<file path="config.mk">
export PLATFORM = sky130hd
export DESIGN_NAME = lcd_seq_arb
export DESIGN_NICKNAME = d
export VERILOG_FILES = /design/src/rtl/lcd_seq_arb.sv
export SDC_FILE = /design/constraint.sdc
export NUM_CORES = 1
export LEC_CHECK = 0
export ABC_CLOCK_PERIOD_IN_PS = 3200
export CORE_MARGIN = 2
export CORE_UTILIZATION = 55
export CTS_CLUSTER_SIZE = 28
export DETAILED_ROUTE_END_ITERATION = 8
export PLACE_DENSITY_LB_ADDON = 0.12
export SLEW_MARGIN = 30
export SYNTH_ARGS = -nofsm -noshare
export SYNTH_HDL_FRONTEND = slang
export SYNTH_SLANG_ARGS = --single-unit
</file>
<file path="constraint.sdc">
create_clock -name CLK -period 3.2 [get_ports CLK]
set_clock_uncertainty 0.1 [all_clocks]
set_input_delay 0.48 -clock CLK [delete_from_list [all_inputs] [get_ports CLK]]
set_output_delay 0.48 -clock CLK [all_outputs]
set_load 0.02 [all_outputs]
</file>
<file path="src/rtl/lcd_seq_arb.sv">
// Two-requester round-robin arbiter feeding a 9-bit serial frame ({D, RS}, RS first) to an LCD
// serial slave, followed by a busy wait that is long for clear/home commands.
module lcd_seq_arb #(
  parameter int unsigned CLK_DIV    = 4,
  parameter int unsigned SHORT_WAIT = 2000,
  parameter int unsigned LONG_WAIT  = 80000
) (
  input  logic       CLK,
  input  logic       nRST,
  input  logic       REQ0,
  input  logic       REQ1,
  input  logic       RS0,
  input  logic       RS1,
  input  logic [7:0] D0,
  input  logic [7:0] D1,
  output logic       ACK0,
  output logic       ACK1,
  output logic       SSEL,
  output logic       SCK,
  output logic       MOSI,
  output logic       BUSY
);

  localparam int unsigned MAX_WAIT = (LONG_WAIT > SHORT_WAIT) ? LONG_WAIT : SHORT_WAIT;
  localparam int unsigned WW       = (MAX_WAIT < 2) ? 1 : $clog2(MAX_WAIT);

  localparam logic [7:0]    PHASE_LAST = 8'(CLK_DIV - 1);
  localparam logic [WW-1:0] SHORT_LAST = WW'(SHORT_WAIT - 1);
  localparam logic [WW-1:0] LONG_LAST  = WW'(LONG_WAIT - 1);

  typedef enum logic [2:0] {
    IDLE   = 3'd0,
    SETUP  = 3'd1,
    SCK_HI = 3'd2,
    SCK_LO = 3'd3,
    HOLD   = 3'd4,
    WAIT   = 3'd5
  } state_t;

  state_t        state_q, state_d;
  logic [7:0]    phase_q, phase_d;
  logic [3:0]    bitCnt_q, bitCnt_d;
  logic [WW-1:0] wait_q, wait_d;
  logic [8:0]    shift_q, shift_d;
  logic          longWait_q, longWait_d;
  logic          lastGrant_q, lastGrant_d;
  logic          ack0_q, ack0_d;
  logic          ack1_q, ack1_d;
  logic          ssel_q, ssel_d;
  logic          sck_q, sck_d;
  logic          busy_q, busy_d;

  logic          grantOne;
  logic          rsSel;
  logic [7:0]    dSel;
  logic          phaseDone;
  logic [WW-1:0] waitLast;

  // Requester 1 wins when alone, or in contention when requester 0 was served last.
  assign grantOne  = REQ1 & (~REQ0 | ~lastGrant_q);
  assign rsSel     = grantOne ? RS1 : RS0;
  assign dSel      = grantOne ? D1 : D0;
  assign phaseDone = (phase_q == PHASE_LAST);
  assign waitLast  = longWait_q ? LONG_LAST : SHORT_LAST;

  always_comb begin
    state_d     = state_q;
    phase_d     = phase_q;
    bitCnt_d    = bitCnt_q;
    wait_d      = wait_q;
    shift_d     = shift_q;
    longWait_d  = longWait_q;
    lastGrant_d = lastGrant_q;
    ack0_d      = 1'b0;
    ack1_d      = 1'b0;
    ssel_d      = ssel_q;
    sck_d       = sck_q;
    busy_d      = busy_q;

    case (state_q)
      IDLE: begin
        if (REQ0 || REQ1) begin
          state_d     = SETUP;
          shift_d     = {dSel, rsSel};
          longWait_d  = ~rsSel && (dSel <= 8'h03);
          lastGrant_d = grantOne;
          ack0_d      = ~grantOne;
          ack1_d      = grantOne;
          ssel_d      = 1'b0;
          sck_d       = 1'b0;
          busy_d      = 1'b1;
          phase_d     = '0;
          bitCnt_d    = '0;
        end
      end

      SETUP: begin
        if (phaseDone) begin
          state_d = SCK_HI;
          sck_d   = 1'b1;
          phase_d = '0;
        end else begin
          phase_d = phase_q + 8'd1;
        end
      end

      // The shift word drops its LSB only on the falling SCK edge, so MOSI is stable while high.
      SCK_HI: begin
        if (phaseDone) begin
          sck_d   = 1'b0;
          phase_d = '0;
          if (bitCnt_q == 4'd8) begin
            state_d = HOLD;
          end else begin
            state_d  = SCK_LO;
            bitCnt_d = bitCnt_q + 4'd1;
            shift_d  = {1'b0, shift_q[8:1]};
          end
        end else begin
          phase_d = phase_q + 8'd1;
        end
      end

      SCK_LO: begin
        if (phaseDone) begin
          state_d = SCK_HI;
          sck_d   = 1'b1;
          phase_d = '0;
        end else begin
          phase_d = phase_q + 8'd1;
        end
      end

      HOLD: begin
        if (phaseDone) begin
          state_d = WAIT;
          ssel_d  = 1'b1;
          shift_d = '0;
          phase_d = '0;
          wait_d  = '0;
        end else begin
          phase_d = phase_q + 8'd1;
        end
      end

      WAIT: begin
        if (wait_q == waitLast) begin
          state_d = IDLE;
          busy_d  = 1'b0;
          wait_d  = '0;
        end else begin
          wait_d = wait_q + 1'b1;
        end
      end

      default: begin
        state_d = IDLE;
        ssel_d  = 1'b1;
        sck_d   = 1'b0;
        busy_d  = 1'b0;
        shift_d = '0;
      end
    endcase
  end

  // Reset abandons any frame or wait in progress; the pointer favours requester 0 next.
  always_ff @(posedge CLK or negedge nRST) begin
    if (!nRST) begin
      state_q     <= IDLE;
      phase_q     <= '0;
      bitCnt_q    <= '0;
      wait_q      <= '0;
      shift_q     <= '0;
      longWait_q  <= 1'b0;
      lastGrant_q <= 1'b1;
      ack0_q      <= 1'b0;
      ack1_q      <= 1'b0;
      ssel_q      <= 1'b1;
      sck_q       <= 1'b0;
      busy_q      <= 1'b0;
    end else begin
      state_q     <= state_d;
      phase_q     <= phase_d;
      bitCnt_q    <= bitCnt_d;
      wait_q      <= wait_d;
      shift_q     <= shift_d;
      longWait_q  <= longWait_d;
      lastGrant_q <= lastGrant_d;
      ack0_q      <= ack0_d;
      ack1_q      <= ack1_d;
      ssel_q      <= ssel_d;
      sck_q       <= sck_d;
      busy_q      <= busy_d;
    end
  end

  assign ACK0 = ack0_q;
  assign ACK1 = ack1_q;
  assign SSEL = ssel_q;
  assign SCK  = sck_q;
  assign MOSI = shift_q[0];
  assign BUSY = busy_q;

endmodule

</file>
* Word level (Yosys, flattened, before mapping)
Cells that the tools add are included.
Storage, ports and cells: bits in registers 48, input port bits 22, output and inout port bits 6
Cells by class: add/sub/neg operators 3, magnitude comparators 1, equal/unequal tests 14, multiplexer cells 37, bitwise logic cells 10, reduce and logical (&&, ||, !) cells 20
Operator list (number):
- $mux W17 | 3
- $mux W9 | 4
- $pmux W9 S4 | 1
- $pmux W17 S2 | 1
- $mux W8 | 3
- $mux W3 | 6
- $add A17 B1 Y17 const B | 1
- $eq A17 B17 Y1 | 1
- $pmux W8 S2 | 1
- $pmux W3 S5 | 1
- $mux W4 | 3
- $mux W1 | 10
- $ne A2 B2 Y1 const B | 5
- $reduce_and A5 Y1 | 2
- $add A8 B1 Y8 const B | 1
- $eq A8 B2 Y1 const B | 1
- $le A8 B2 Y1 const B | 1
- $not A1 Y1 | 8
- $pmux W4 S2 | 1
- $reduce_and A4 Y1 | 2
- $reduce_or A4 Y1 | 2
- $eq A3 B2 Y1 const B | 2
- $eq A3 B3 Y1 const B | 2
- $pmux W1 S3 | 2
- other kinds (15) | 21

* Logic depth before layout (Yosys ltp)
depth in word-level cells 6, gate-level depth with buffers 8, gate-level depth less buffers 7

* Least setup slack after synthesis
No wires, ideal clock.
path kind reg-to-reg, start point register phase_q[0], end point register wait_q[4], arrival time 1.771 ns, data required time 3.005 ns, setup slack 1.234 ns, stages on the path, launching flop included 8, buffers on the path 1, period minus slack after synthesis 1.966 ns, cell sequence dfrtp_1 > ha_1 > nor4b_4 > and2_1 > o21ai_1 > clkbuf_1 > o21ai_0 > o31ai_1
Between the ends: word-level cells in the longest chain between the ends 3
Ends and longest elaborated chain:
- from (decl) | line 41 | logic [7:0] phase_q, phase_d;
- from (signal assigned) | line 183 | phase_q <= phase_d;
- $eq A8 B2 Y1 | line 63 | assign phaseDone = (phase_q == PHASE_LAST);
- $ne A2 B2 Y1 (no source line)
- $reduce_and A2 Y1 (no source line)
- to (signal assigned) | line 185 | wait_q <= wait_d;
- to (decl) | line 43 | logic [WW-1:0] wait_q, wait_d;
No other way between the ends. A chain may end at the register's enable or synchronous reset.

* Worst setup path after layout
start point register phase_q[0], end point register bitCnt_q[2]
Between the ends: word-level cells in the longest chain between the ends 3
Ends and longest elaborated chain:
- $eq A8 B2 Y1 | line 63
- $ne A2 B2 Y1 (no source line)
- $reduce_and A4 Y1 (no source line)
- to (signal assigned) | line 184 | bitCnt_q <= bitCnt_d;
- to (decl) | line 42 | logic [3:0] bitCnt_q, bitCnt_d;
No other way between the ends.

==> flow_results.xml <==
<?xml version="1.0" encoding="UTF-8"?>
<metrics>
  <group name="outcome">
    <metric name="run_status" unit="">completed</metric>
  </group>
  <group name="route">
    <metric name="detailedRoute.firstIterationViolations" unit="">153</metric>
    <metric name="finalWirelength" unit="microns">5510</metric>
    <metric name="wire_per_inst" unit="microns">13.6</metric>
    <metric name="postRouteAntennaNets" unit="">0</metric>
    <metric name="firstDrtPassIters" unit="">5</metric>
    <metric name="drc" unit="">0</metric>
    <metric name="number_of_vias_in_the_routed_layout" unit="">2333</metric>
    <metric name="post_drt_via_cell_ratio" unit="">5.77</metric>
  </group>
  <group name="cts">
    <metric name="clkLatencyLatePin" unit="ns">0.29</metric>
    <metric name="clock_sinks" unit="">48</metric>
    <metric name="cts.reportedPaths.clkPinSlew" unit="ns">0.09</metric>
    <metric name="tritoncts_clock_tree" unit="">yes</metric>
    <metric name="clk_path_buf_depth" unit="">2</metric>
    <metric name="cts_inserted_buffers" unit="">5</metric>
    <metric name="cts_setup_buffers" unit="">0</metric>
    <metric name="ctsRootBufferMaster" unit="">sky130_fd_sc_hd__clkbuf_8</metric>
    <metric name="cts_resized" unit="">0</metric>
    <metric name="cts.hold.buffers_added" unit="">0</metric>
    <metric name="cts-htree-levels" unit="">2</metric>
  </group>
  <group name="worst_setup_path">
    <metric name="ff2ff_setup_slack" unit="ns">0.78</metric>
    <metric name="critical_path.cell_chain" unit="">ha_1 &gt; nor4b_4 &gt; nand3_1 &gt; a221o_1 &gt; or3_1 &gt; a21oi_1</metric>
    <metric name="cp_slowest_stage_delay" unit="ns">0.59</metric>
    <metric name="startpoint_type" unit="">register</metric>
    <metric name="cell_family_with_the_largest_share_of_critical_path_delay" unit="">simple AND/OR/NAND/NOR gates</metric>
    <metric name="criticalPathCategory" unit="">register to register</metric>
    <metric name="critical_path_peak_fanout" unit="">23</metric>
    <metric name="worst_setup_path_startpoint" unit="">phase_q[0]</metric>
    <metric name="endpoint_kind" unit="">register</metric>
    <metric name="worstReg2RegStart" unit="">phase_q[0]</metric>
    <metric name="rr_worst_depth" unit="">6</metric>
    <metric name="slowest_stage_cell_cp" unit="">sky130_fd_sc_hd__a221o_1</metric>
    <metric name="worst_ep_required_time" unit="ns">3.32</metric>
    <metric name="timing.critical_path.buf_inv" unit="">0</metric>
    <metric name="cp_data_arrival_time" unit="ns">2.54</metric>
    <metric name="critical_path.reg2reg.endpoint" unit="">bitCnt_q[2]</metric>
  </group>
  <group name="floorplan">
    <metric name="io-pin-count" unit="">28</metric>
    <metric name="die-width" unit="microns">74.5</metric>
    <metric name="placement_rows" unit="">25</metric>
    <metric name="fp.dieH" unit="microns">74.5</metric>
    <metric name="die_area" unit="sq um">5550</metric>
    <metric name="core_area" unit="sq um">4750</metric>
    <metric name="floorplan.initialDensity" unit="">0.575</metric>
  </group>
  <group name="yosys">
    <metric name="mapped_nets" unit="">338</metric>
    <metric name="synth.distinct_cells" unit="">49</metric>
    <metric name="synth-edff-count" unit="">0</metric>
    <metric name="yosys.area.top_type_share" unit="">0.421</metric>
    <metric name="synth_flop_cell" unit="">sky130_fd_sc_hd__dfrtp_1</metric>
    <metric name="synth.ff_latch_count" unit="">48</metric>
    <metric name="synthMostInstantiatedCell" unit="">sky130_fd_sc_hd__dfrtp_1</metric>
    <metric name="synth_area_leader_cell" unit="">sky130_fd_sc_hd__dfrtp_1</metric>
    <metric name="synth_async_sr_flop_share" unit="">1.00</metric>
    <metric name="yosys_synthesis_warning_count" unit="">0</metric>
    <metric name="post_synth_main_area_contributors" unit="">sky130_fd_sc_hd__dfrtp_1, sky130_fd_sc_hd__nand2_1, sky130_fd_sc_hd__mux2i_1</metric>
    <metric name="synth_commonest_cells" unit="">sky130_fd_sc_hd__dfrtp_1, sky130_fd_sc_hd__nand2_1, sky130_fd_sc_hd__o21ai_0</metric>
    <metric name="synth_sequential_area_ratio" unit="">0.440</metric>
    <metric name="netlist_instances" unit="">312</metric>
    <metric name="syn_area" unit="sq um">2740</metric>
    <metric name="postSynthAreaPerCell" unit="sq um">8.77</metric>
  </group>
  <group name="sta">
    <metric name="achievable-frequency" unit="MHz">413</metric>
    <metric name="finalMaxSlewViolations" unit="">0</metric>
    <metric name="final.min_clock_period" unit="ns">2.42</metric>
    <metric name="tightest_slew" unit="ns">0.714</metric>
    <metric name="finalHoldViolations" unit="">0</metric>
    <metric name="total_negative_slack_for_setup_checks" unit="ns">0</metric>
    <metric name="grt_setup_unrepaired" unit="">false</metric>
    <metric name="setup_viol_count_final" unit="">0</metric>
    <metric name="finalCritPeriodShare" unit="">0.756</metric>
    <metric name="slew_headroom" unit="">0.524</metric>
  </group>
  <group name="placed_design">
    <metric name="gp_congestion" unit="">0.866</metric>
    <metric name="place_hpwl" unit="microns">3930</metric>
    <metric name="port_buffers" unit="">27</metric>
    <metric name="dp.cells" unit="">396</metric>
    <metric name="post_dp_cell_area" unit="sq um">3050</metric>
  </group>
  <group name="global_routing">
    <metric name="grt_first_pass_wirelength" unit="microns">9110</metric>
    <metric name="number_of_global_route_vias_before_repair" unit="">2070</metric>
    <metric name="grt_start_max_net_pins" unit="">49</metric>
    <metric name="grt.overflow.total" unit="">0</metric>
    <metric name="gr-usage-all-layers" unit="">0.210</metric>
    <metric name="grt_antenna_before_repair" unit="">0</metric>
  </group>
  <group name="worst_hold_path">
    <metric name="hold_class" unit="">input pin to async pin</metric>
  </group>
  <group name="finish">
    <metric name="final_instance_area" unit="sq um">3140</metric>
    <metric name="fillers" unit="">395</metric>
    <metric name="drive_gt1_frac" unit="">0.0504</metric>
    <metric name="multi_input_logic_area" unit="sq um">1430</metric>
    <metric name="antenna_diode_count" unit="">0</metric>
    <metric name="utilization" unit="">0.661</metric>
    <metric name="fin_nets" unit="">362</metric>
    <metric name="layoutNonFillerInstCount" unit="">404</metric>
    <metric name="flow.area_growth_from_synthesis" unit="%">15.0</metric>
    <metric name="regArea" unit="sq um">1200</metric>
  </group>
  <group name="power_and_ir_drop">
    <metric name="power_density" unit="nW/um^2">332</metric>
    <metric name="total_power" unit="W">0.00104</metric>
    <metric name="leakage_power" unit="nW">1.28</metric>
    <metric name="worst_ir_drop_on_vdd" unit="uV">209</metric>
  </group>
  <group name="run">
    <metric name="max_cap_violations" unit="">0</metric>
  </group>
</metrics>
-- cell usage in the layout, fill, tap and decap left out, drive strengths merged, types with 2 or more instances in the layout --
cell type       n
nand2b          3
nand2          40
o311ai          5
o31ai          13
or3             9
nor2b           2
nand3          20
nor3b           4
clkbuf          8
inv            10
nor4b           2
o21a            2
dfrtp          46
xor2            2
nor4bb          2
or2             2
dfstp           2
nor2           23
buf             5
nor4            3
and2            4
ha              4
nor3            5
a21oi          24
o21ai          27
clkdlybuf4s50  26
mux2i          13
o21bai          2
and3            4
o22ai           3
nand4           5
a21o            4
-- worst max-delay path by stage --
stage | endpoint | slack [ns] | cells after the start
detailed placement | bitCnt_q[2] | 0.70 | 5
global placement | bitCnt_q[2] | 0.75 | 5
finish | bitCnt_q[2] | 0.78 | 6
CTS | bitCnt_q[2] | 0.77 | 6
floorplan | wait_q[4] | 1.23 | 7
global route | bitCnt_q[2] | 0.60 | 6
-- stage by stage --
stage          setup WS, ns  hold WS (ns)
2_1_floorplan          1.23        0.0844
3_3_place_gp          0.751         0.362
3_5_place_dp          0.703         0.366
4_1_cts               0.774         0.100
5_1_grt               0.597         0.134
6_report              0.780        0.0733
-- state kept, by name, summed over array words and instances (netlist names) --
signal	flops
phase_q	8
BUSY	1
SSEL	1
longWait_q	1
SCK	1
state_q	3
ACK0	1
bitCnt_q	4
ACK1	1
shift_q	9
lastGrant_q	1
wait_q	17
-- kinds of logic after synthesis --
group,count (synthesis),synth area share
simple gates,132,0.248
mux,13,0.0476
flops,48,0.440
xor+xnor,2,0.00641
fa+ha+maj,4,0.0183
buf+inv,24,0.0366
compound gates,89,0.203
-- power breakdown --
group | internal (W) | total [W] | switching (W) | leakage (nW)
clock | 0.000177 | 0.000367 | 0.000190 | 0.0455
sequential | 0.000610 | 0.000612 | 0.00000203 | 0.631
combinational | 0.0000347 | 0.0000640 | 0.0000293 | 0.601
total | 0.000821 | 0.00104 | 0.000221 | 1.28
-- layer usage --
| layer | GRT usage | part of all wire | up-vias |
|---|---|---|---|
| met3 | 0.0434 | 0.035 | 6 |
| met2 | 0.357 | 0.49 | 38 |
| met5 | 0 | 0 | - |
| met1 | 0.270 | 0.46 | 1110 |
| li1 | - | - | 1179 |
| met4 | 0.0675 | 0.012 | 0 |
-- area by class of cell --
class	instances	share of cell area
Tap cell	67	0.0267
Timing Repair Buffer	31	0.0947
Multi-Input combinational cell	240	0.455
Sequential cell	48	0.383
Inverter	10	0.0119
Clock buffer	8	0.0287
Note: power is estimated with default switching activity, not from simulation.
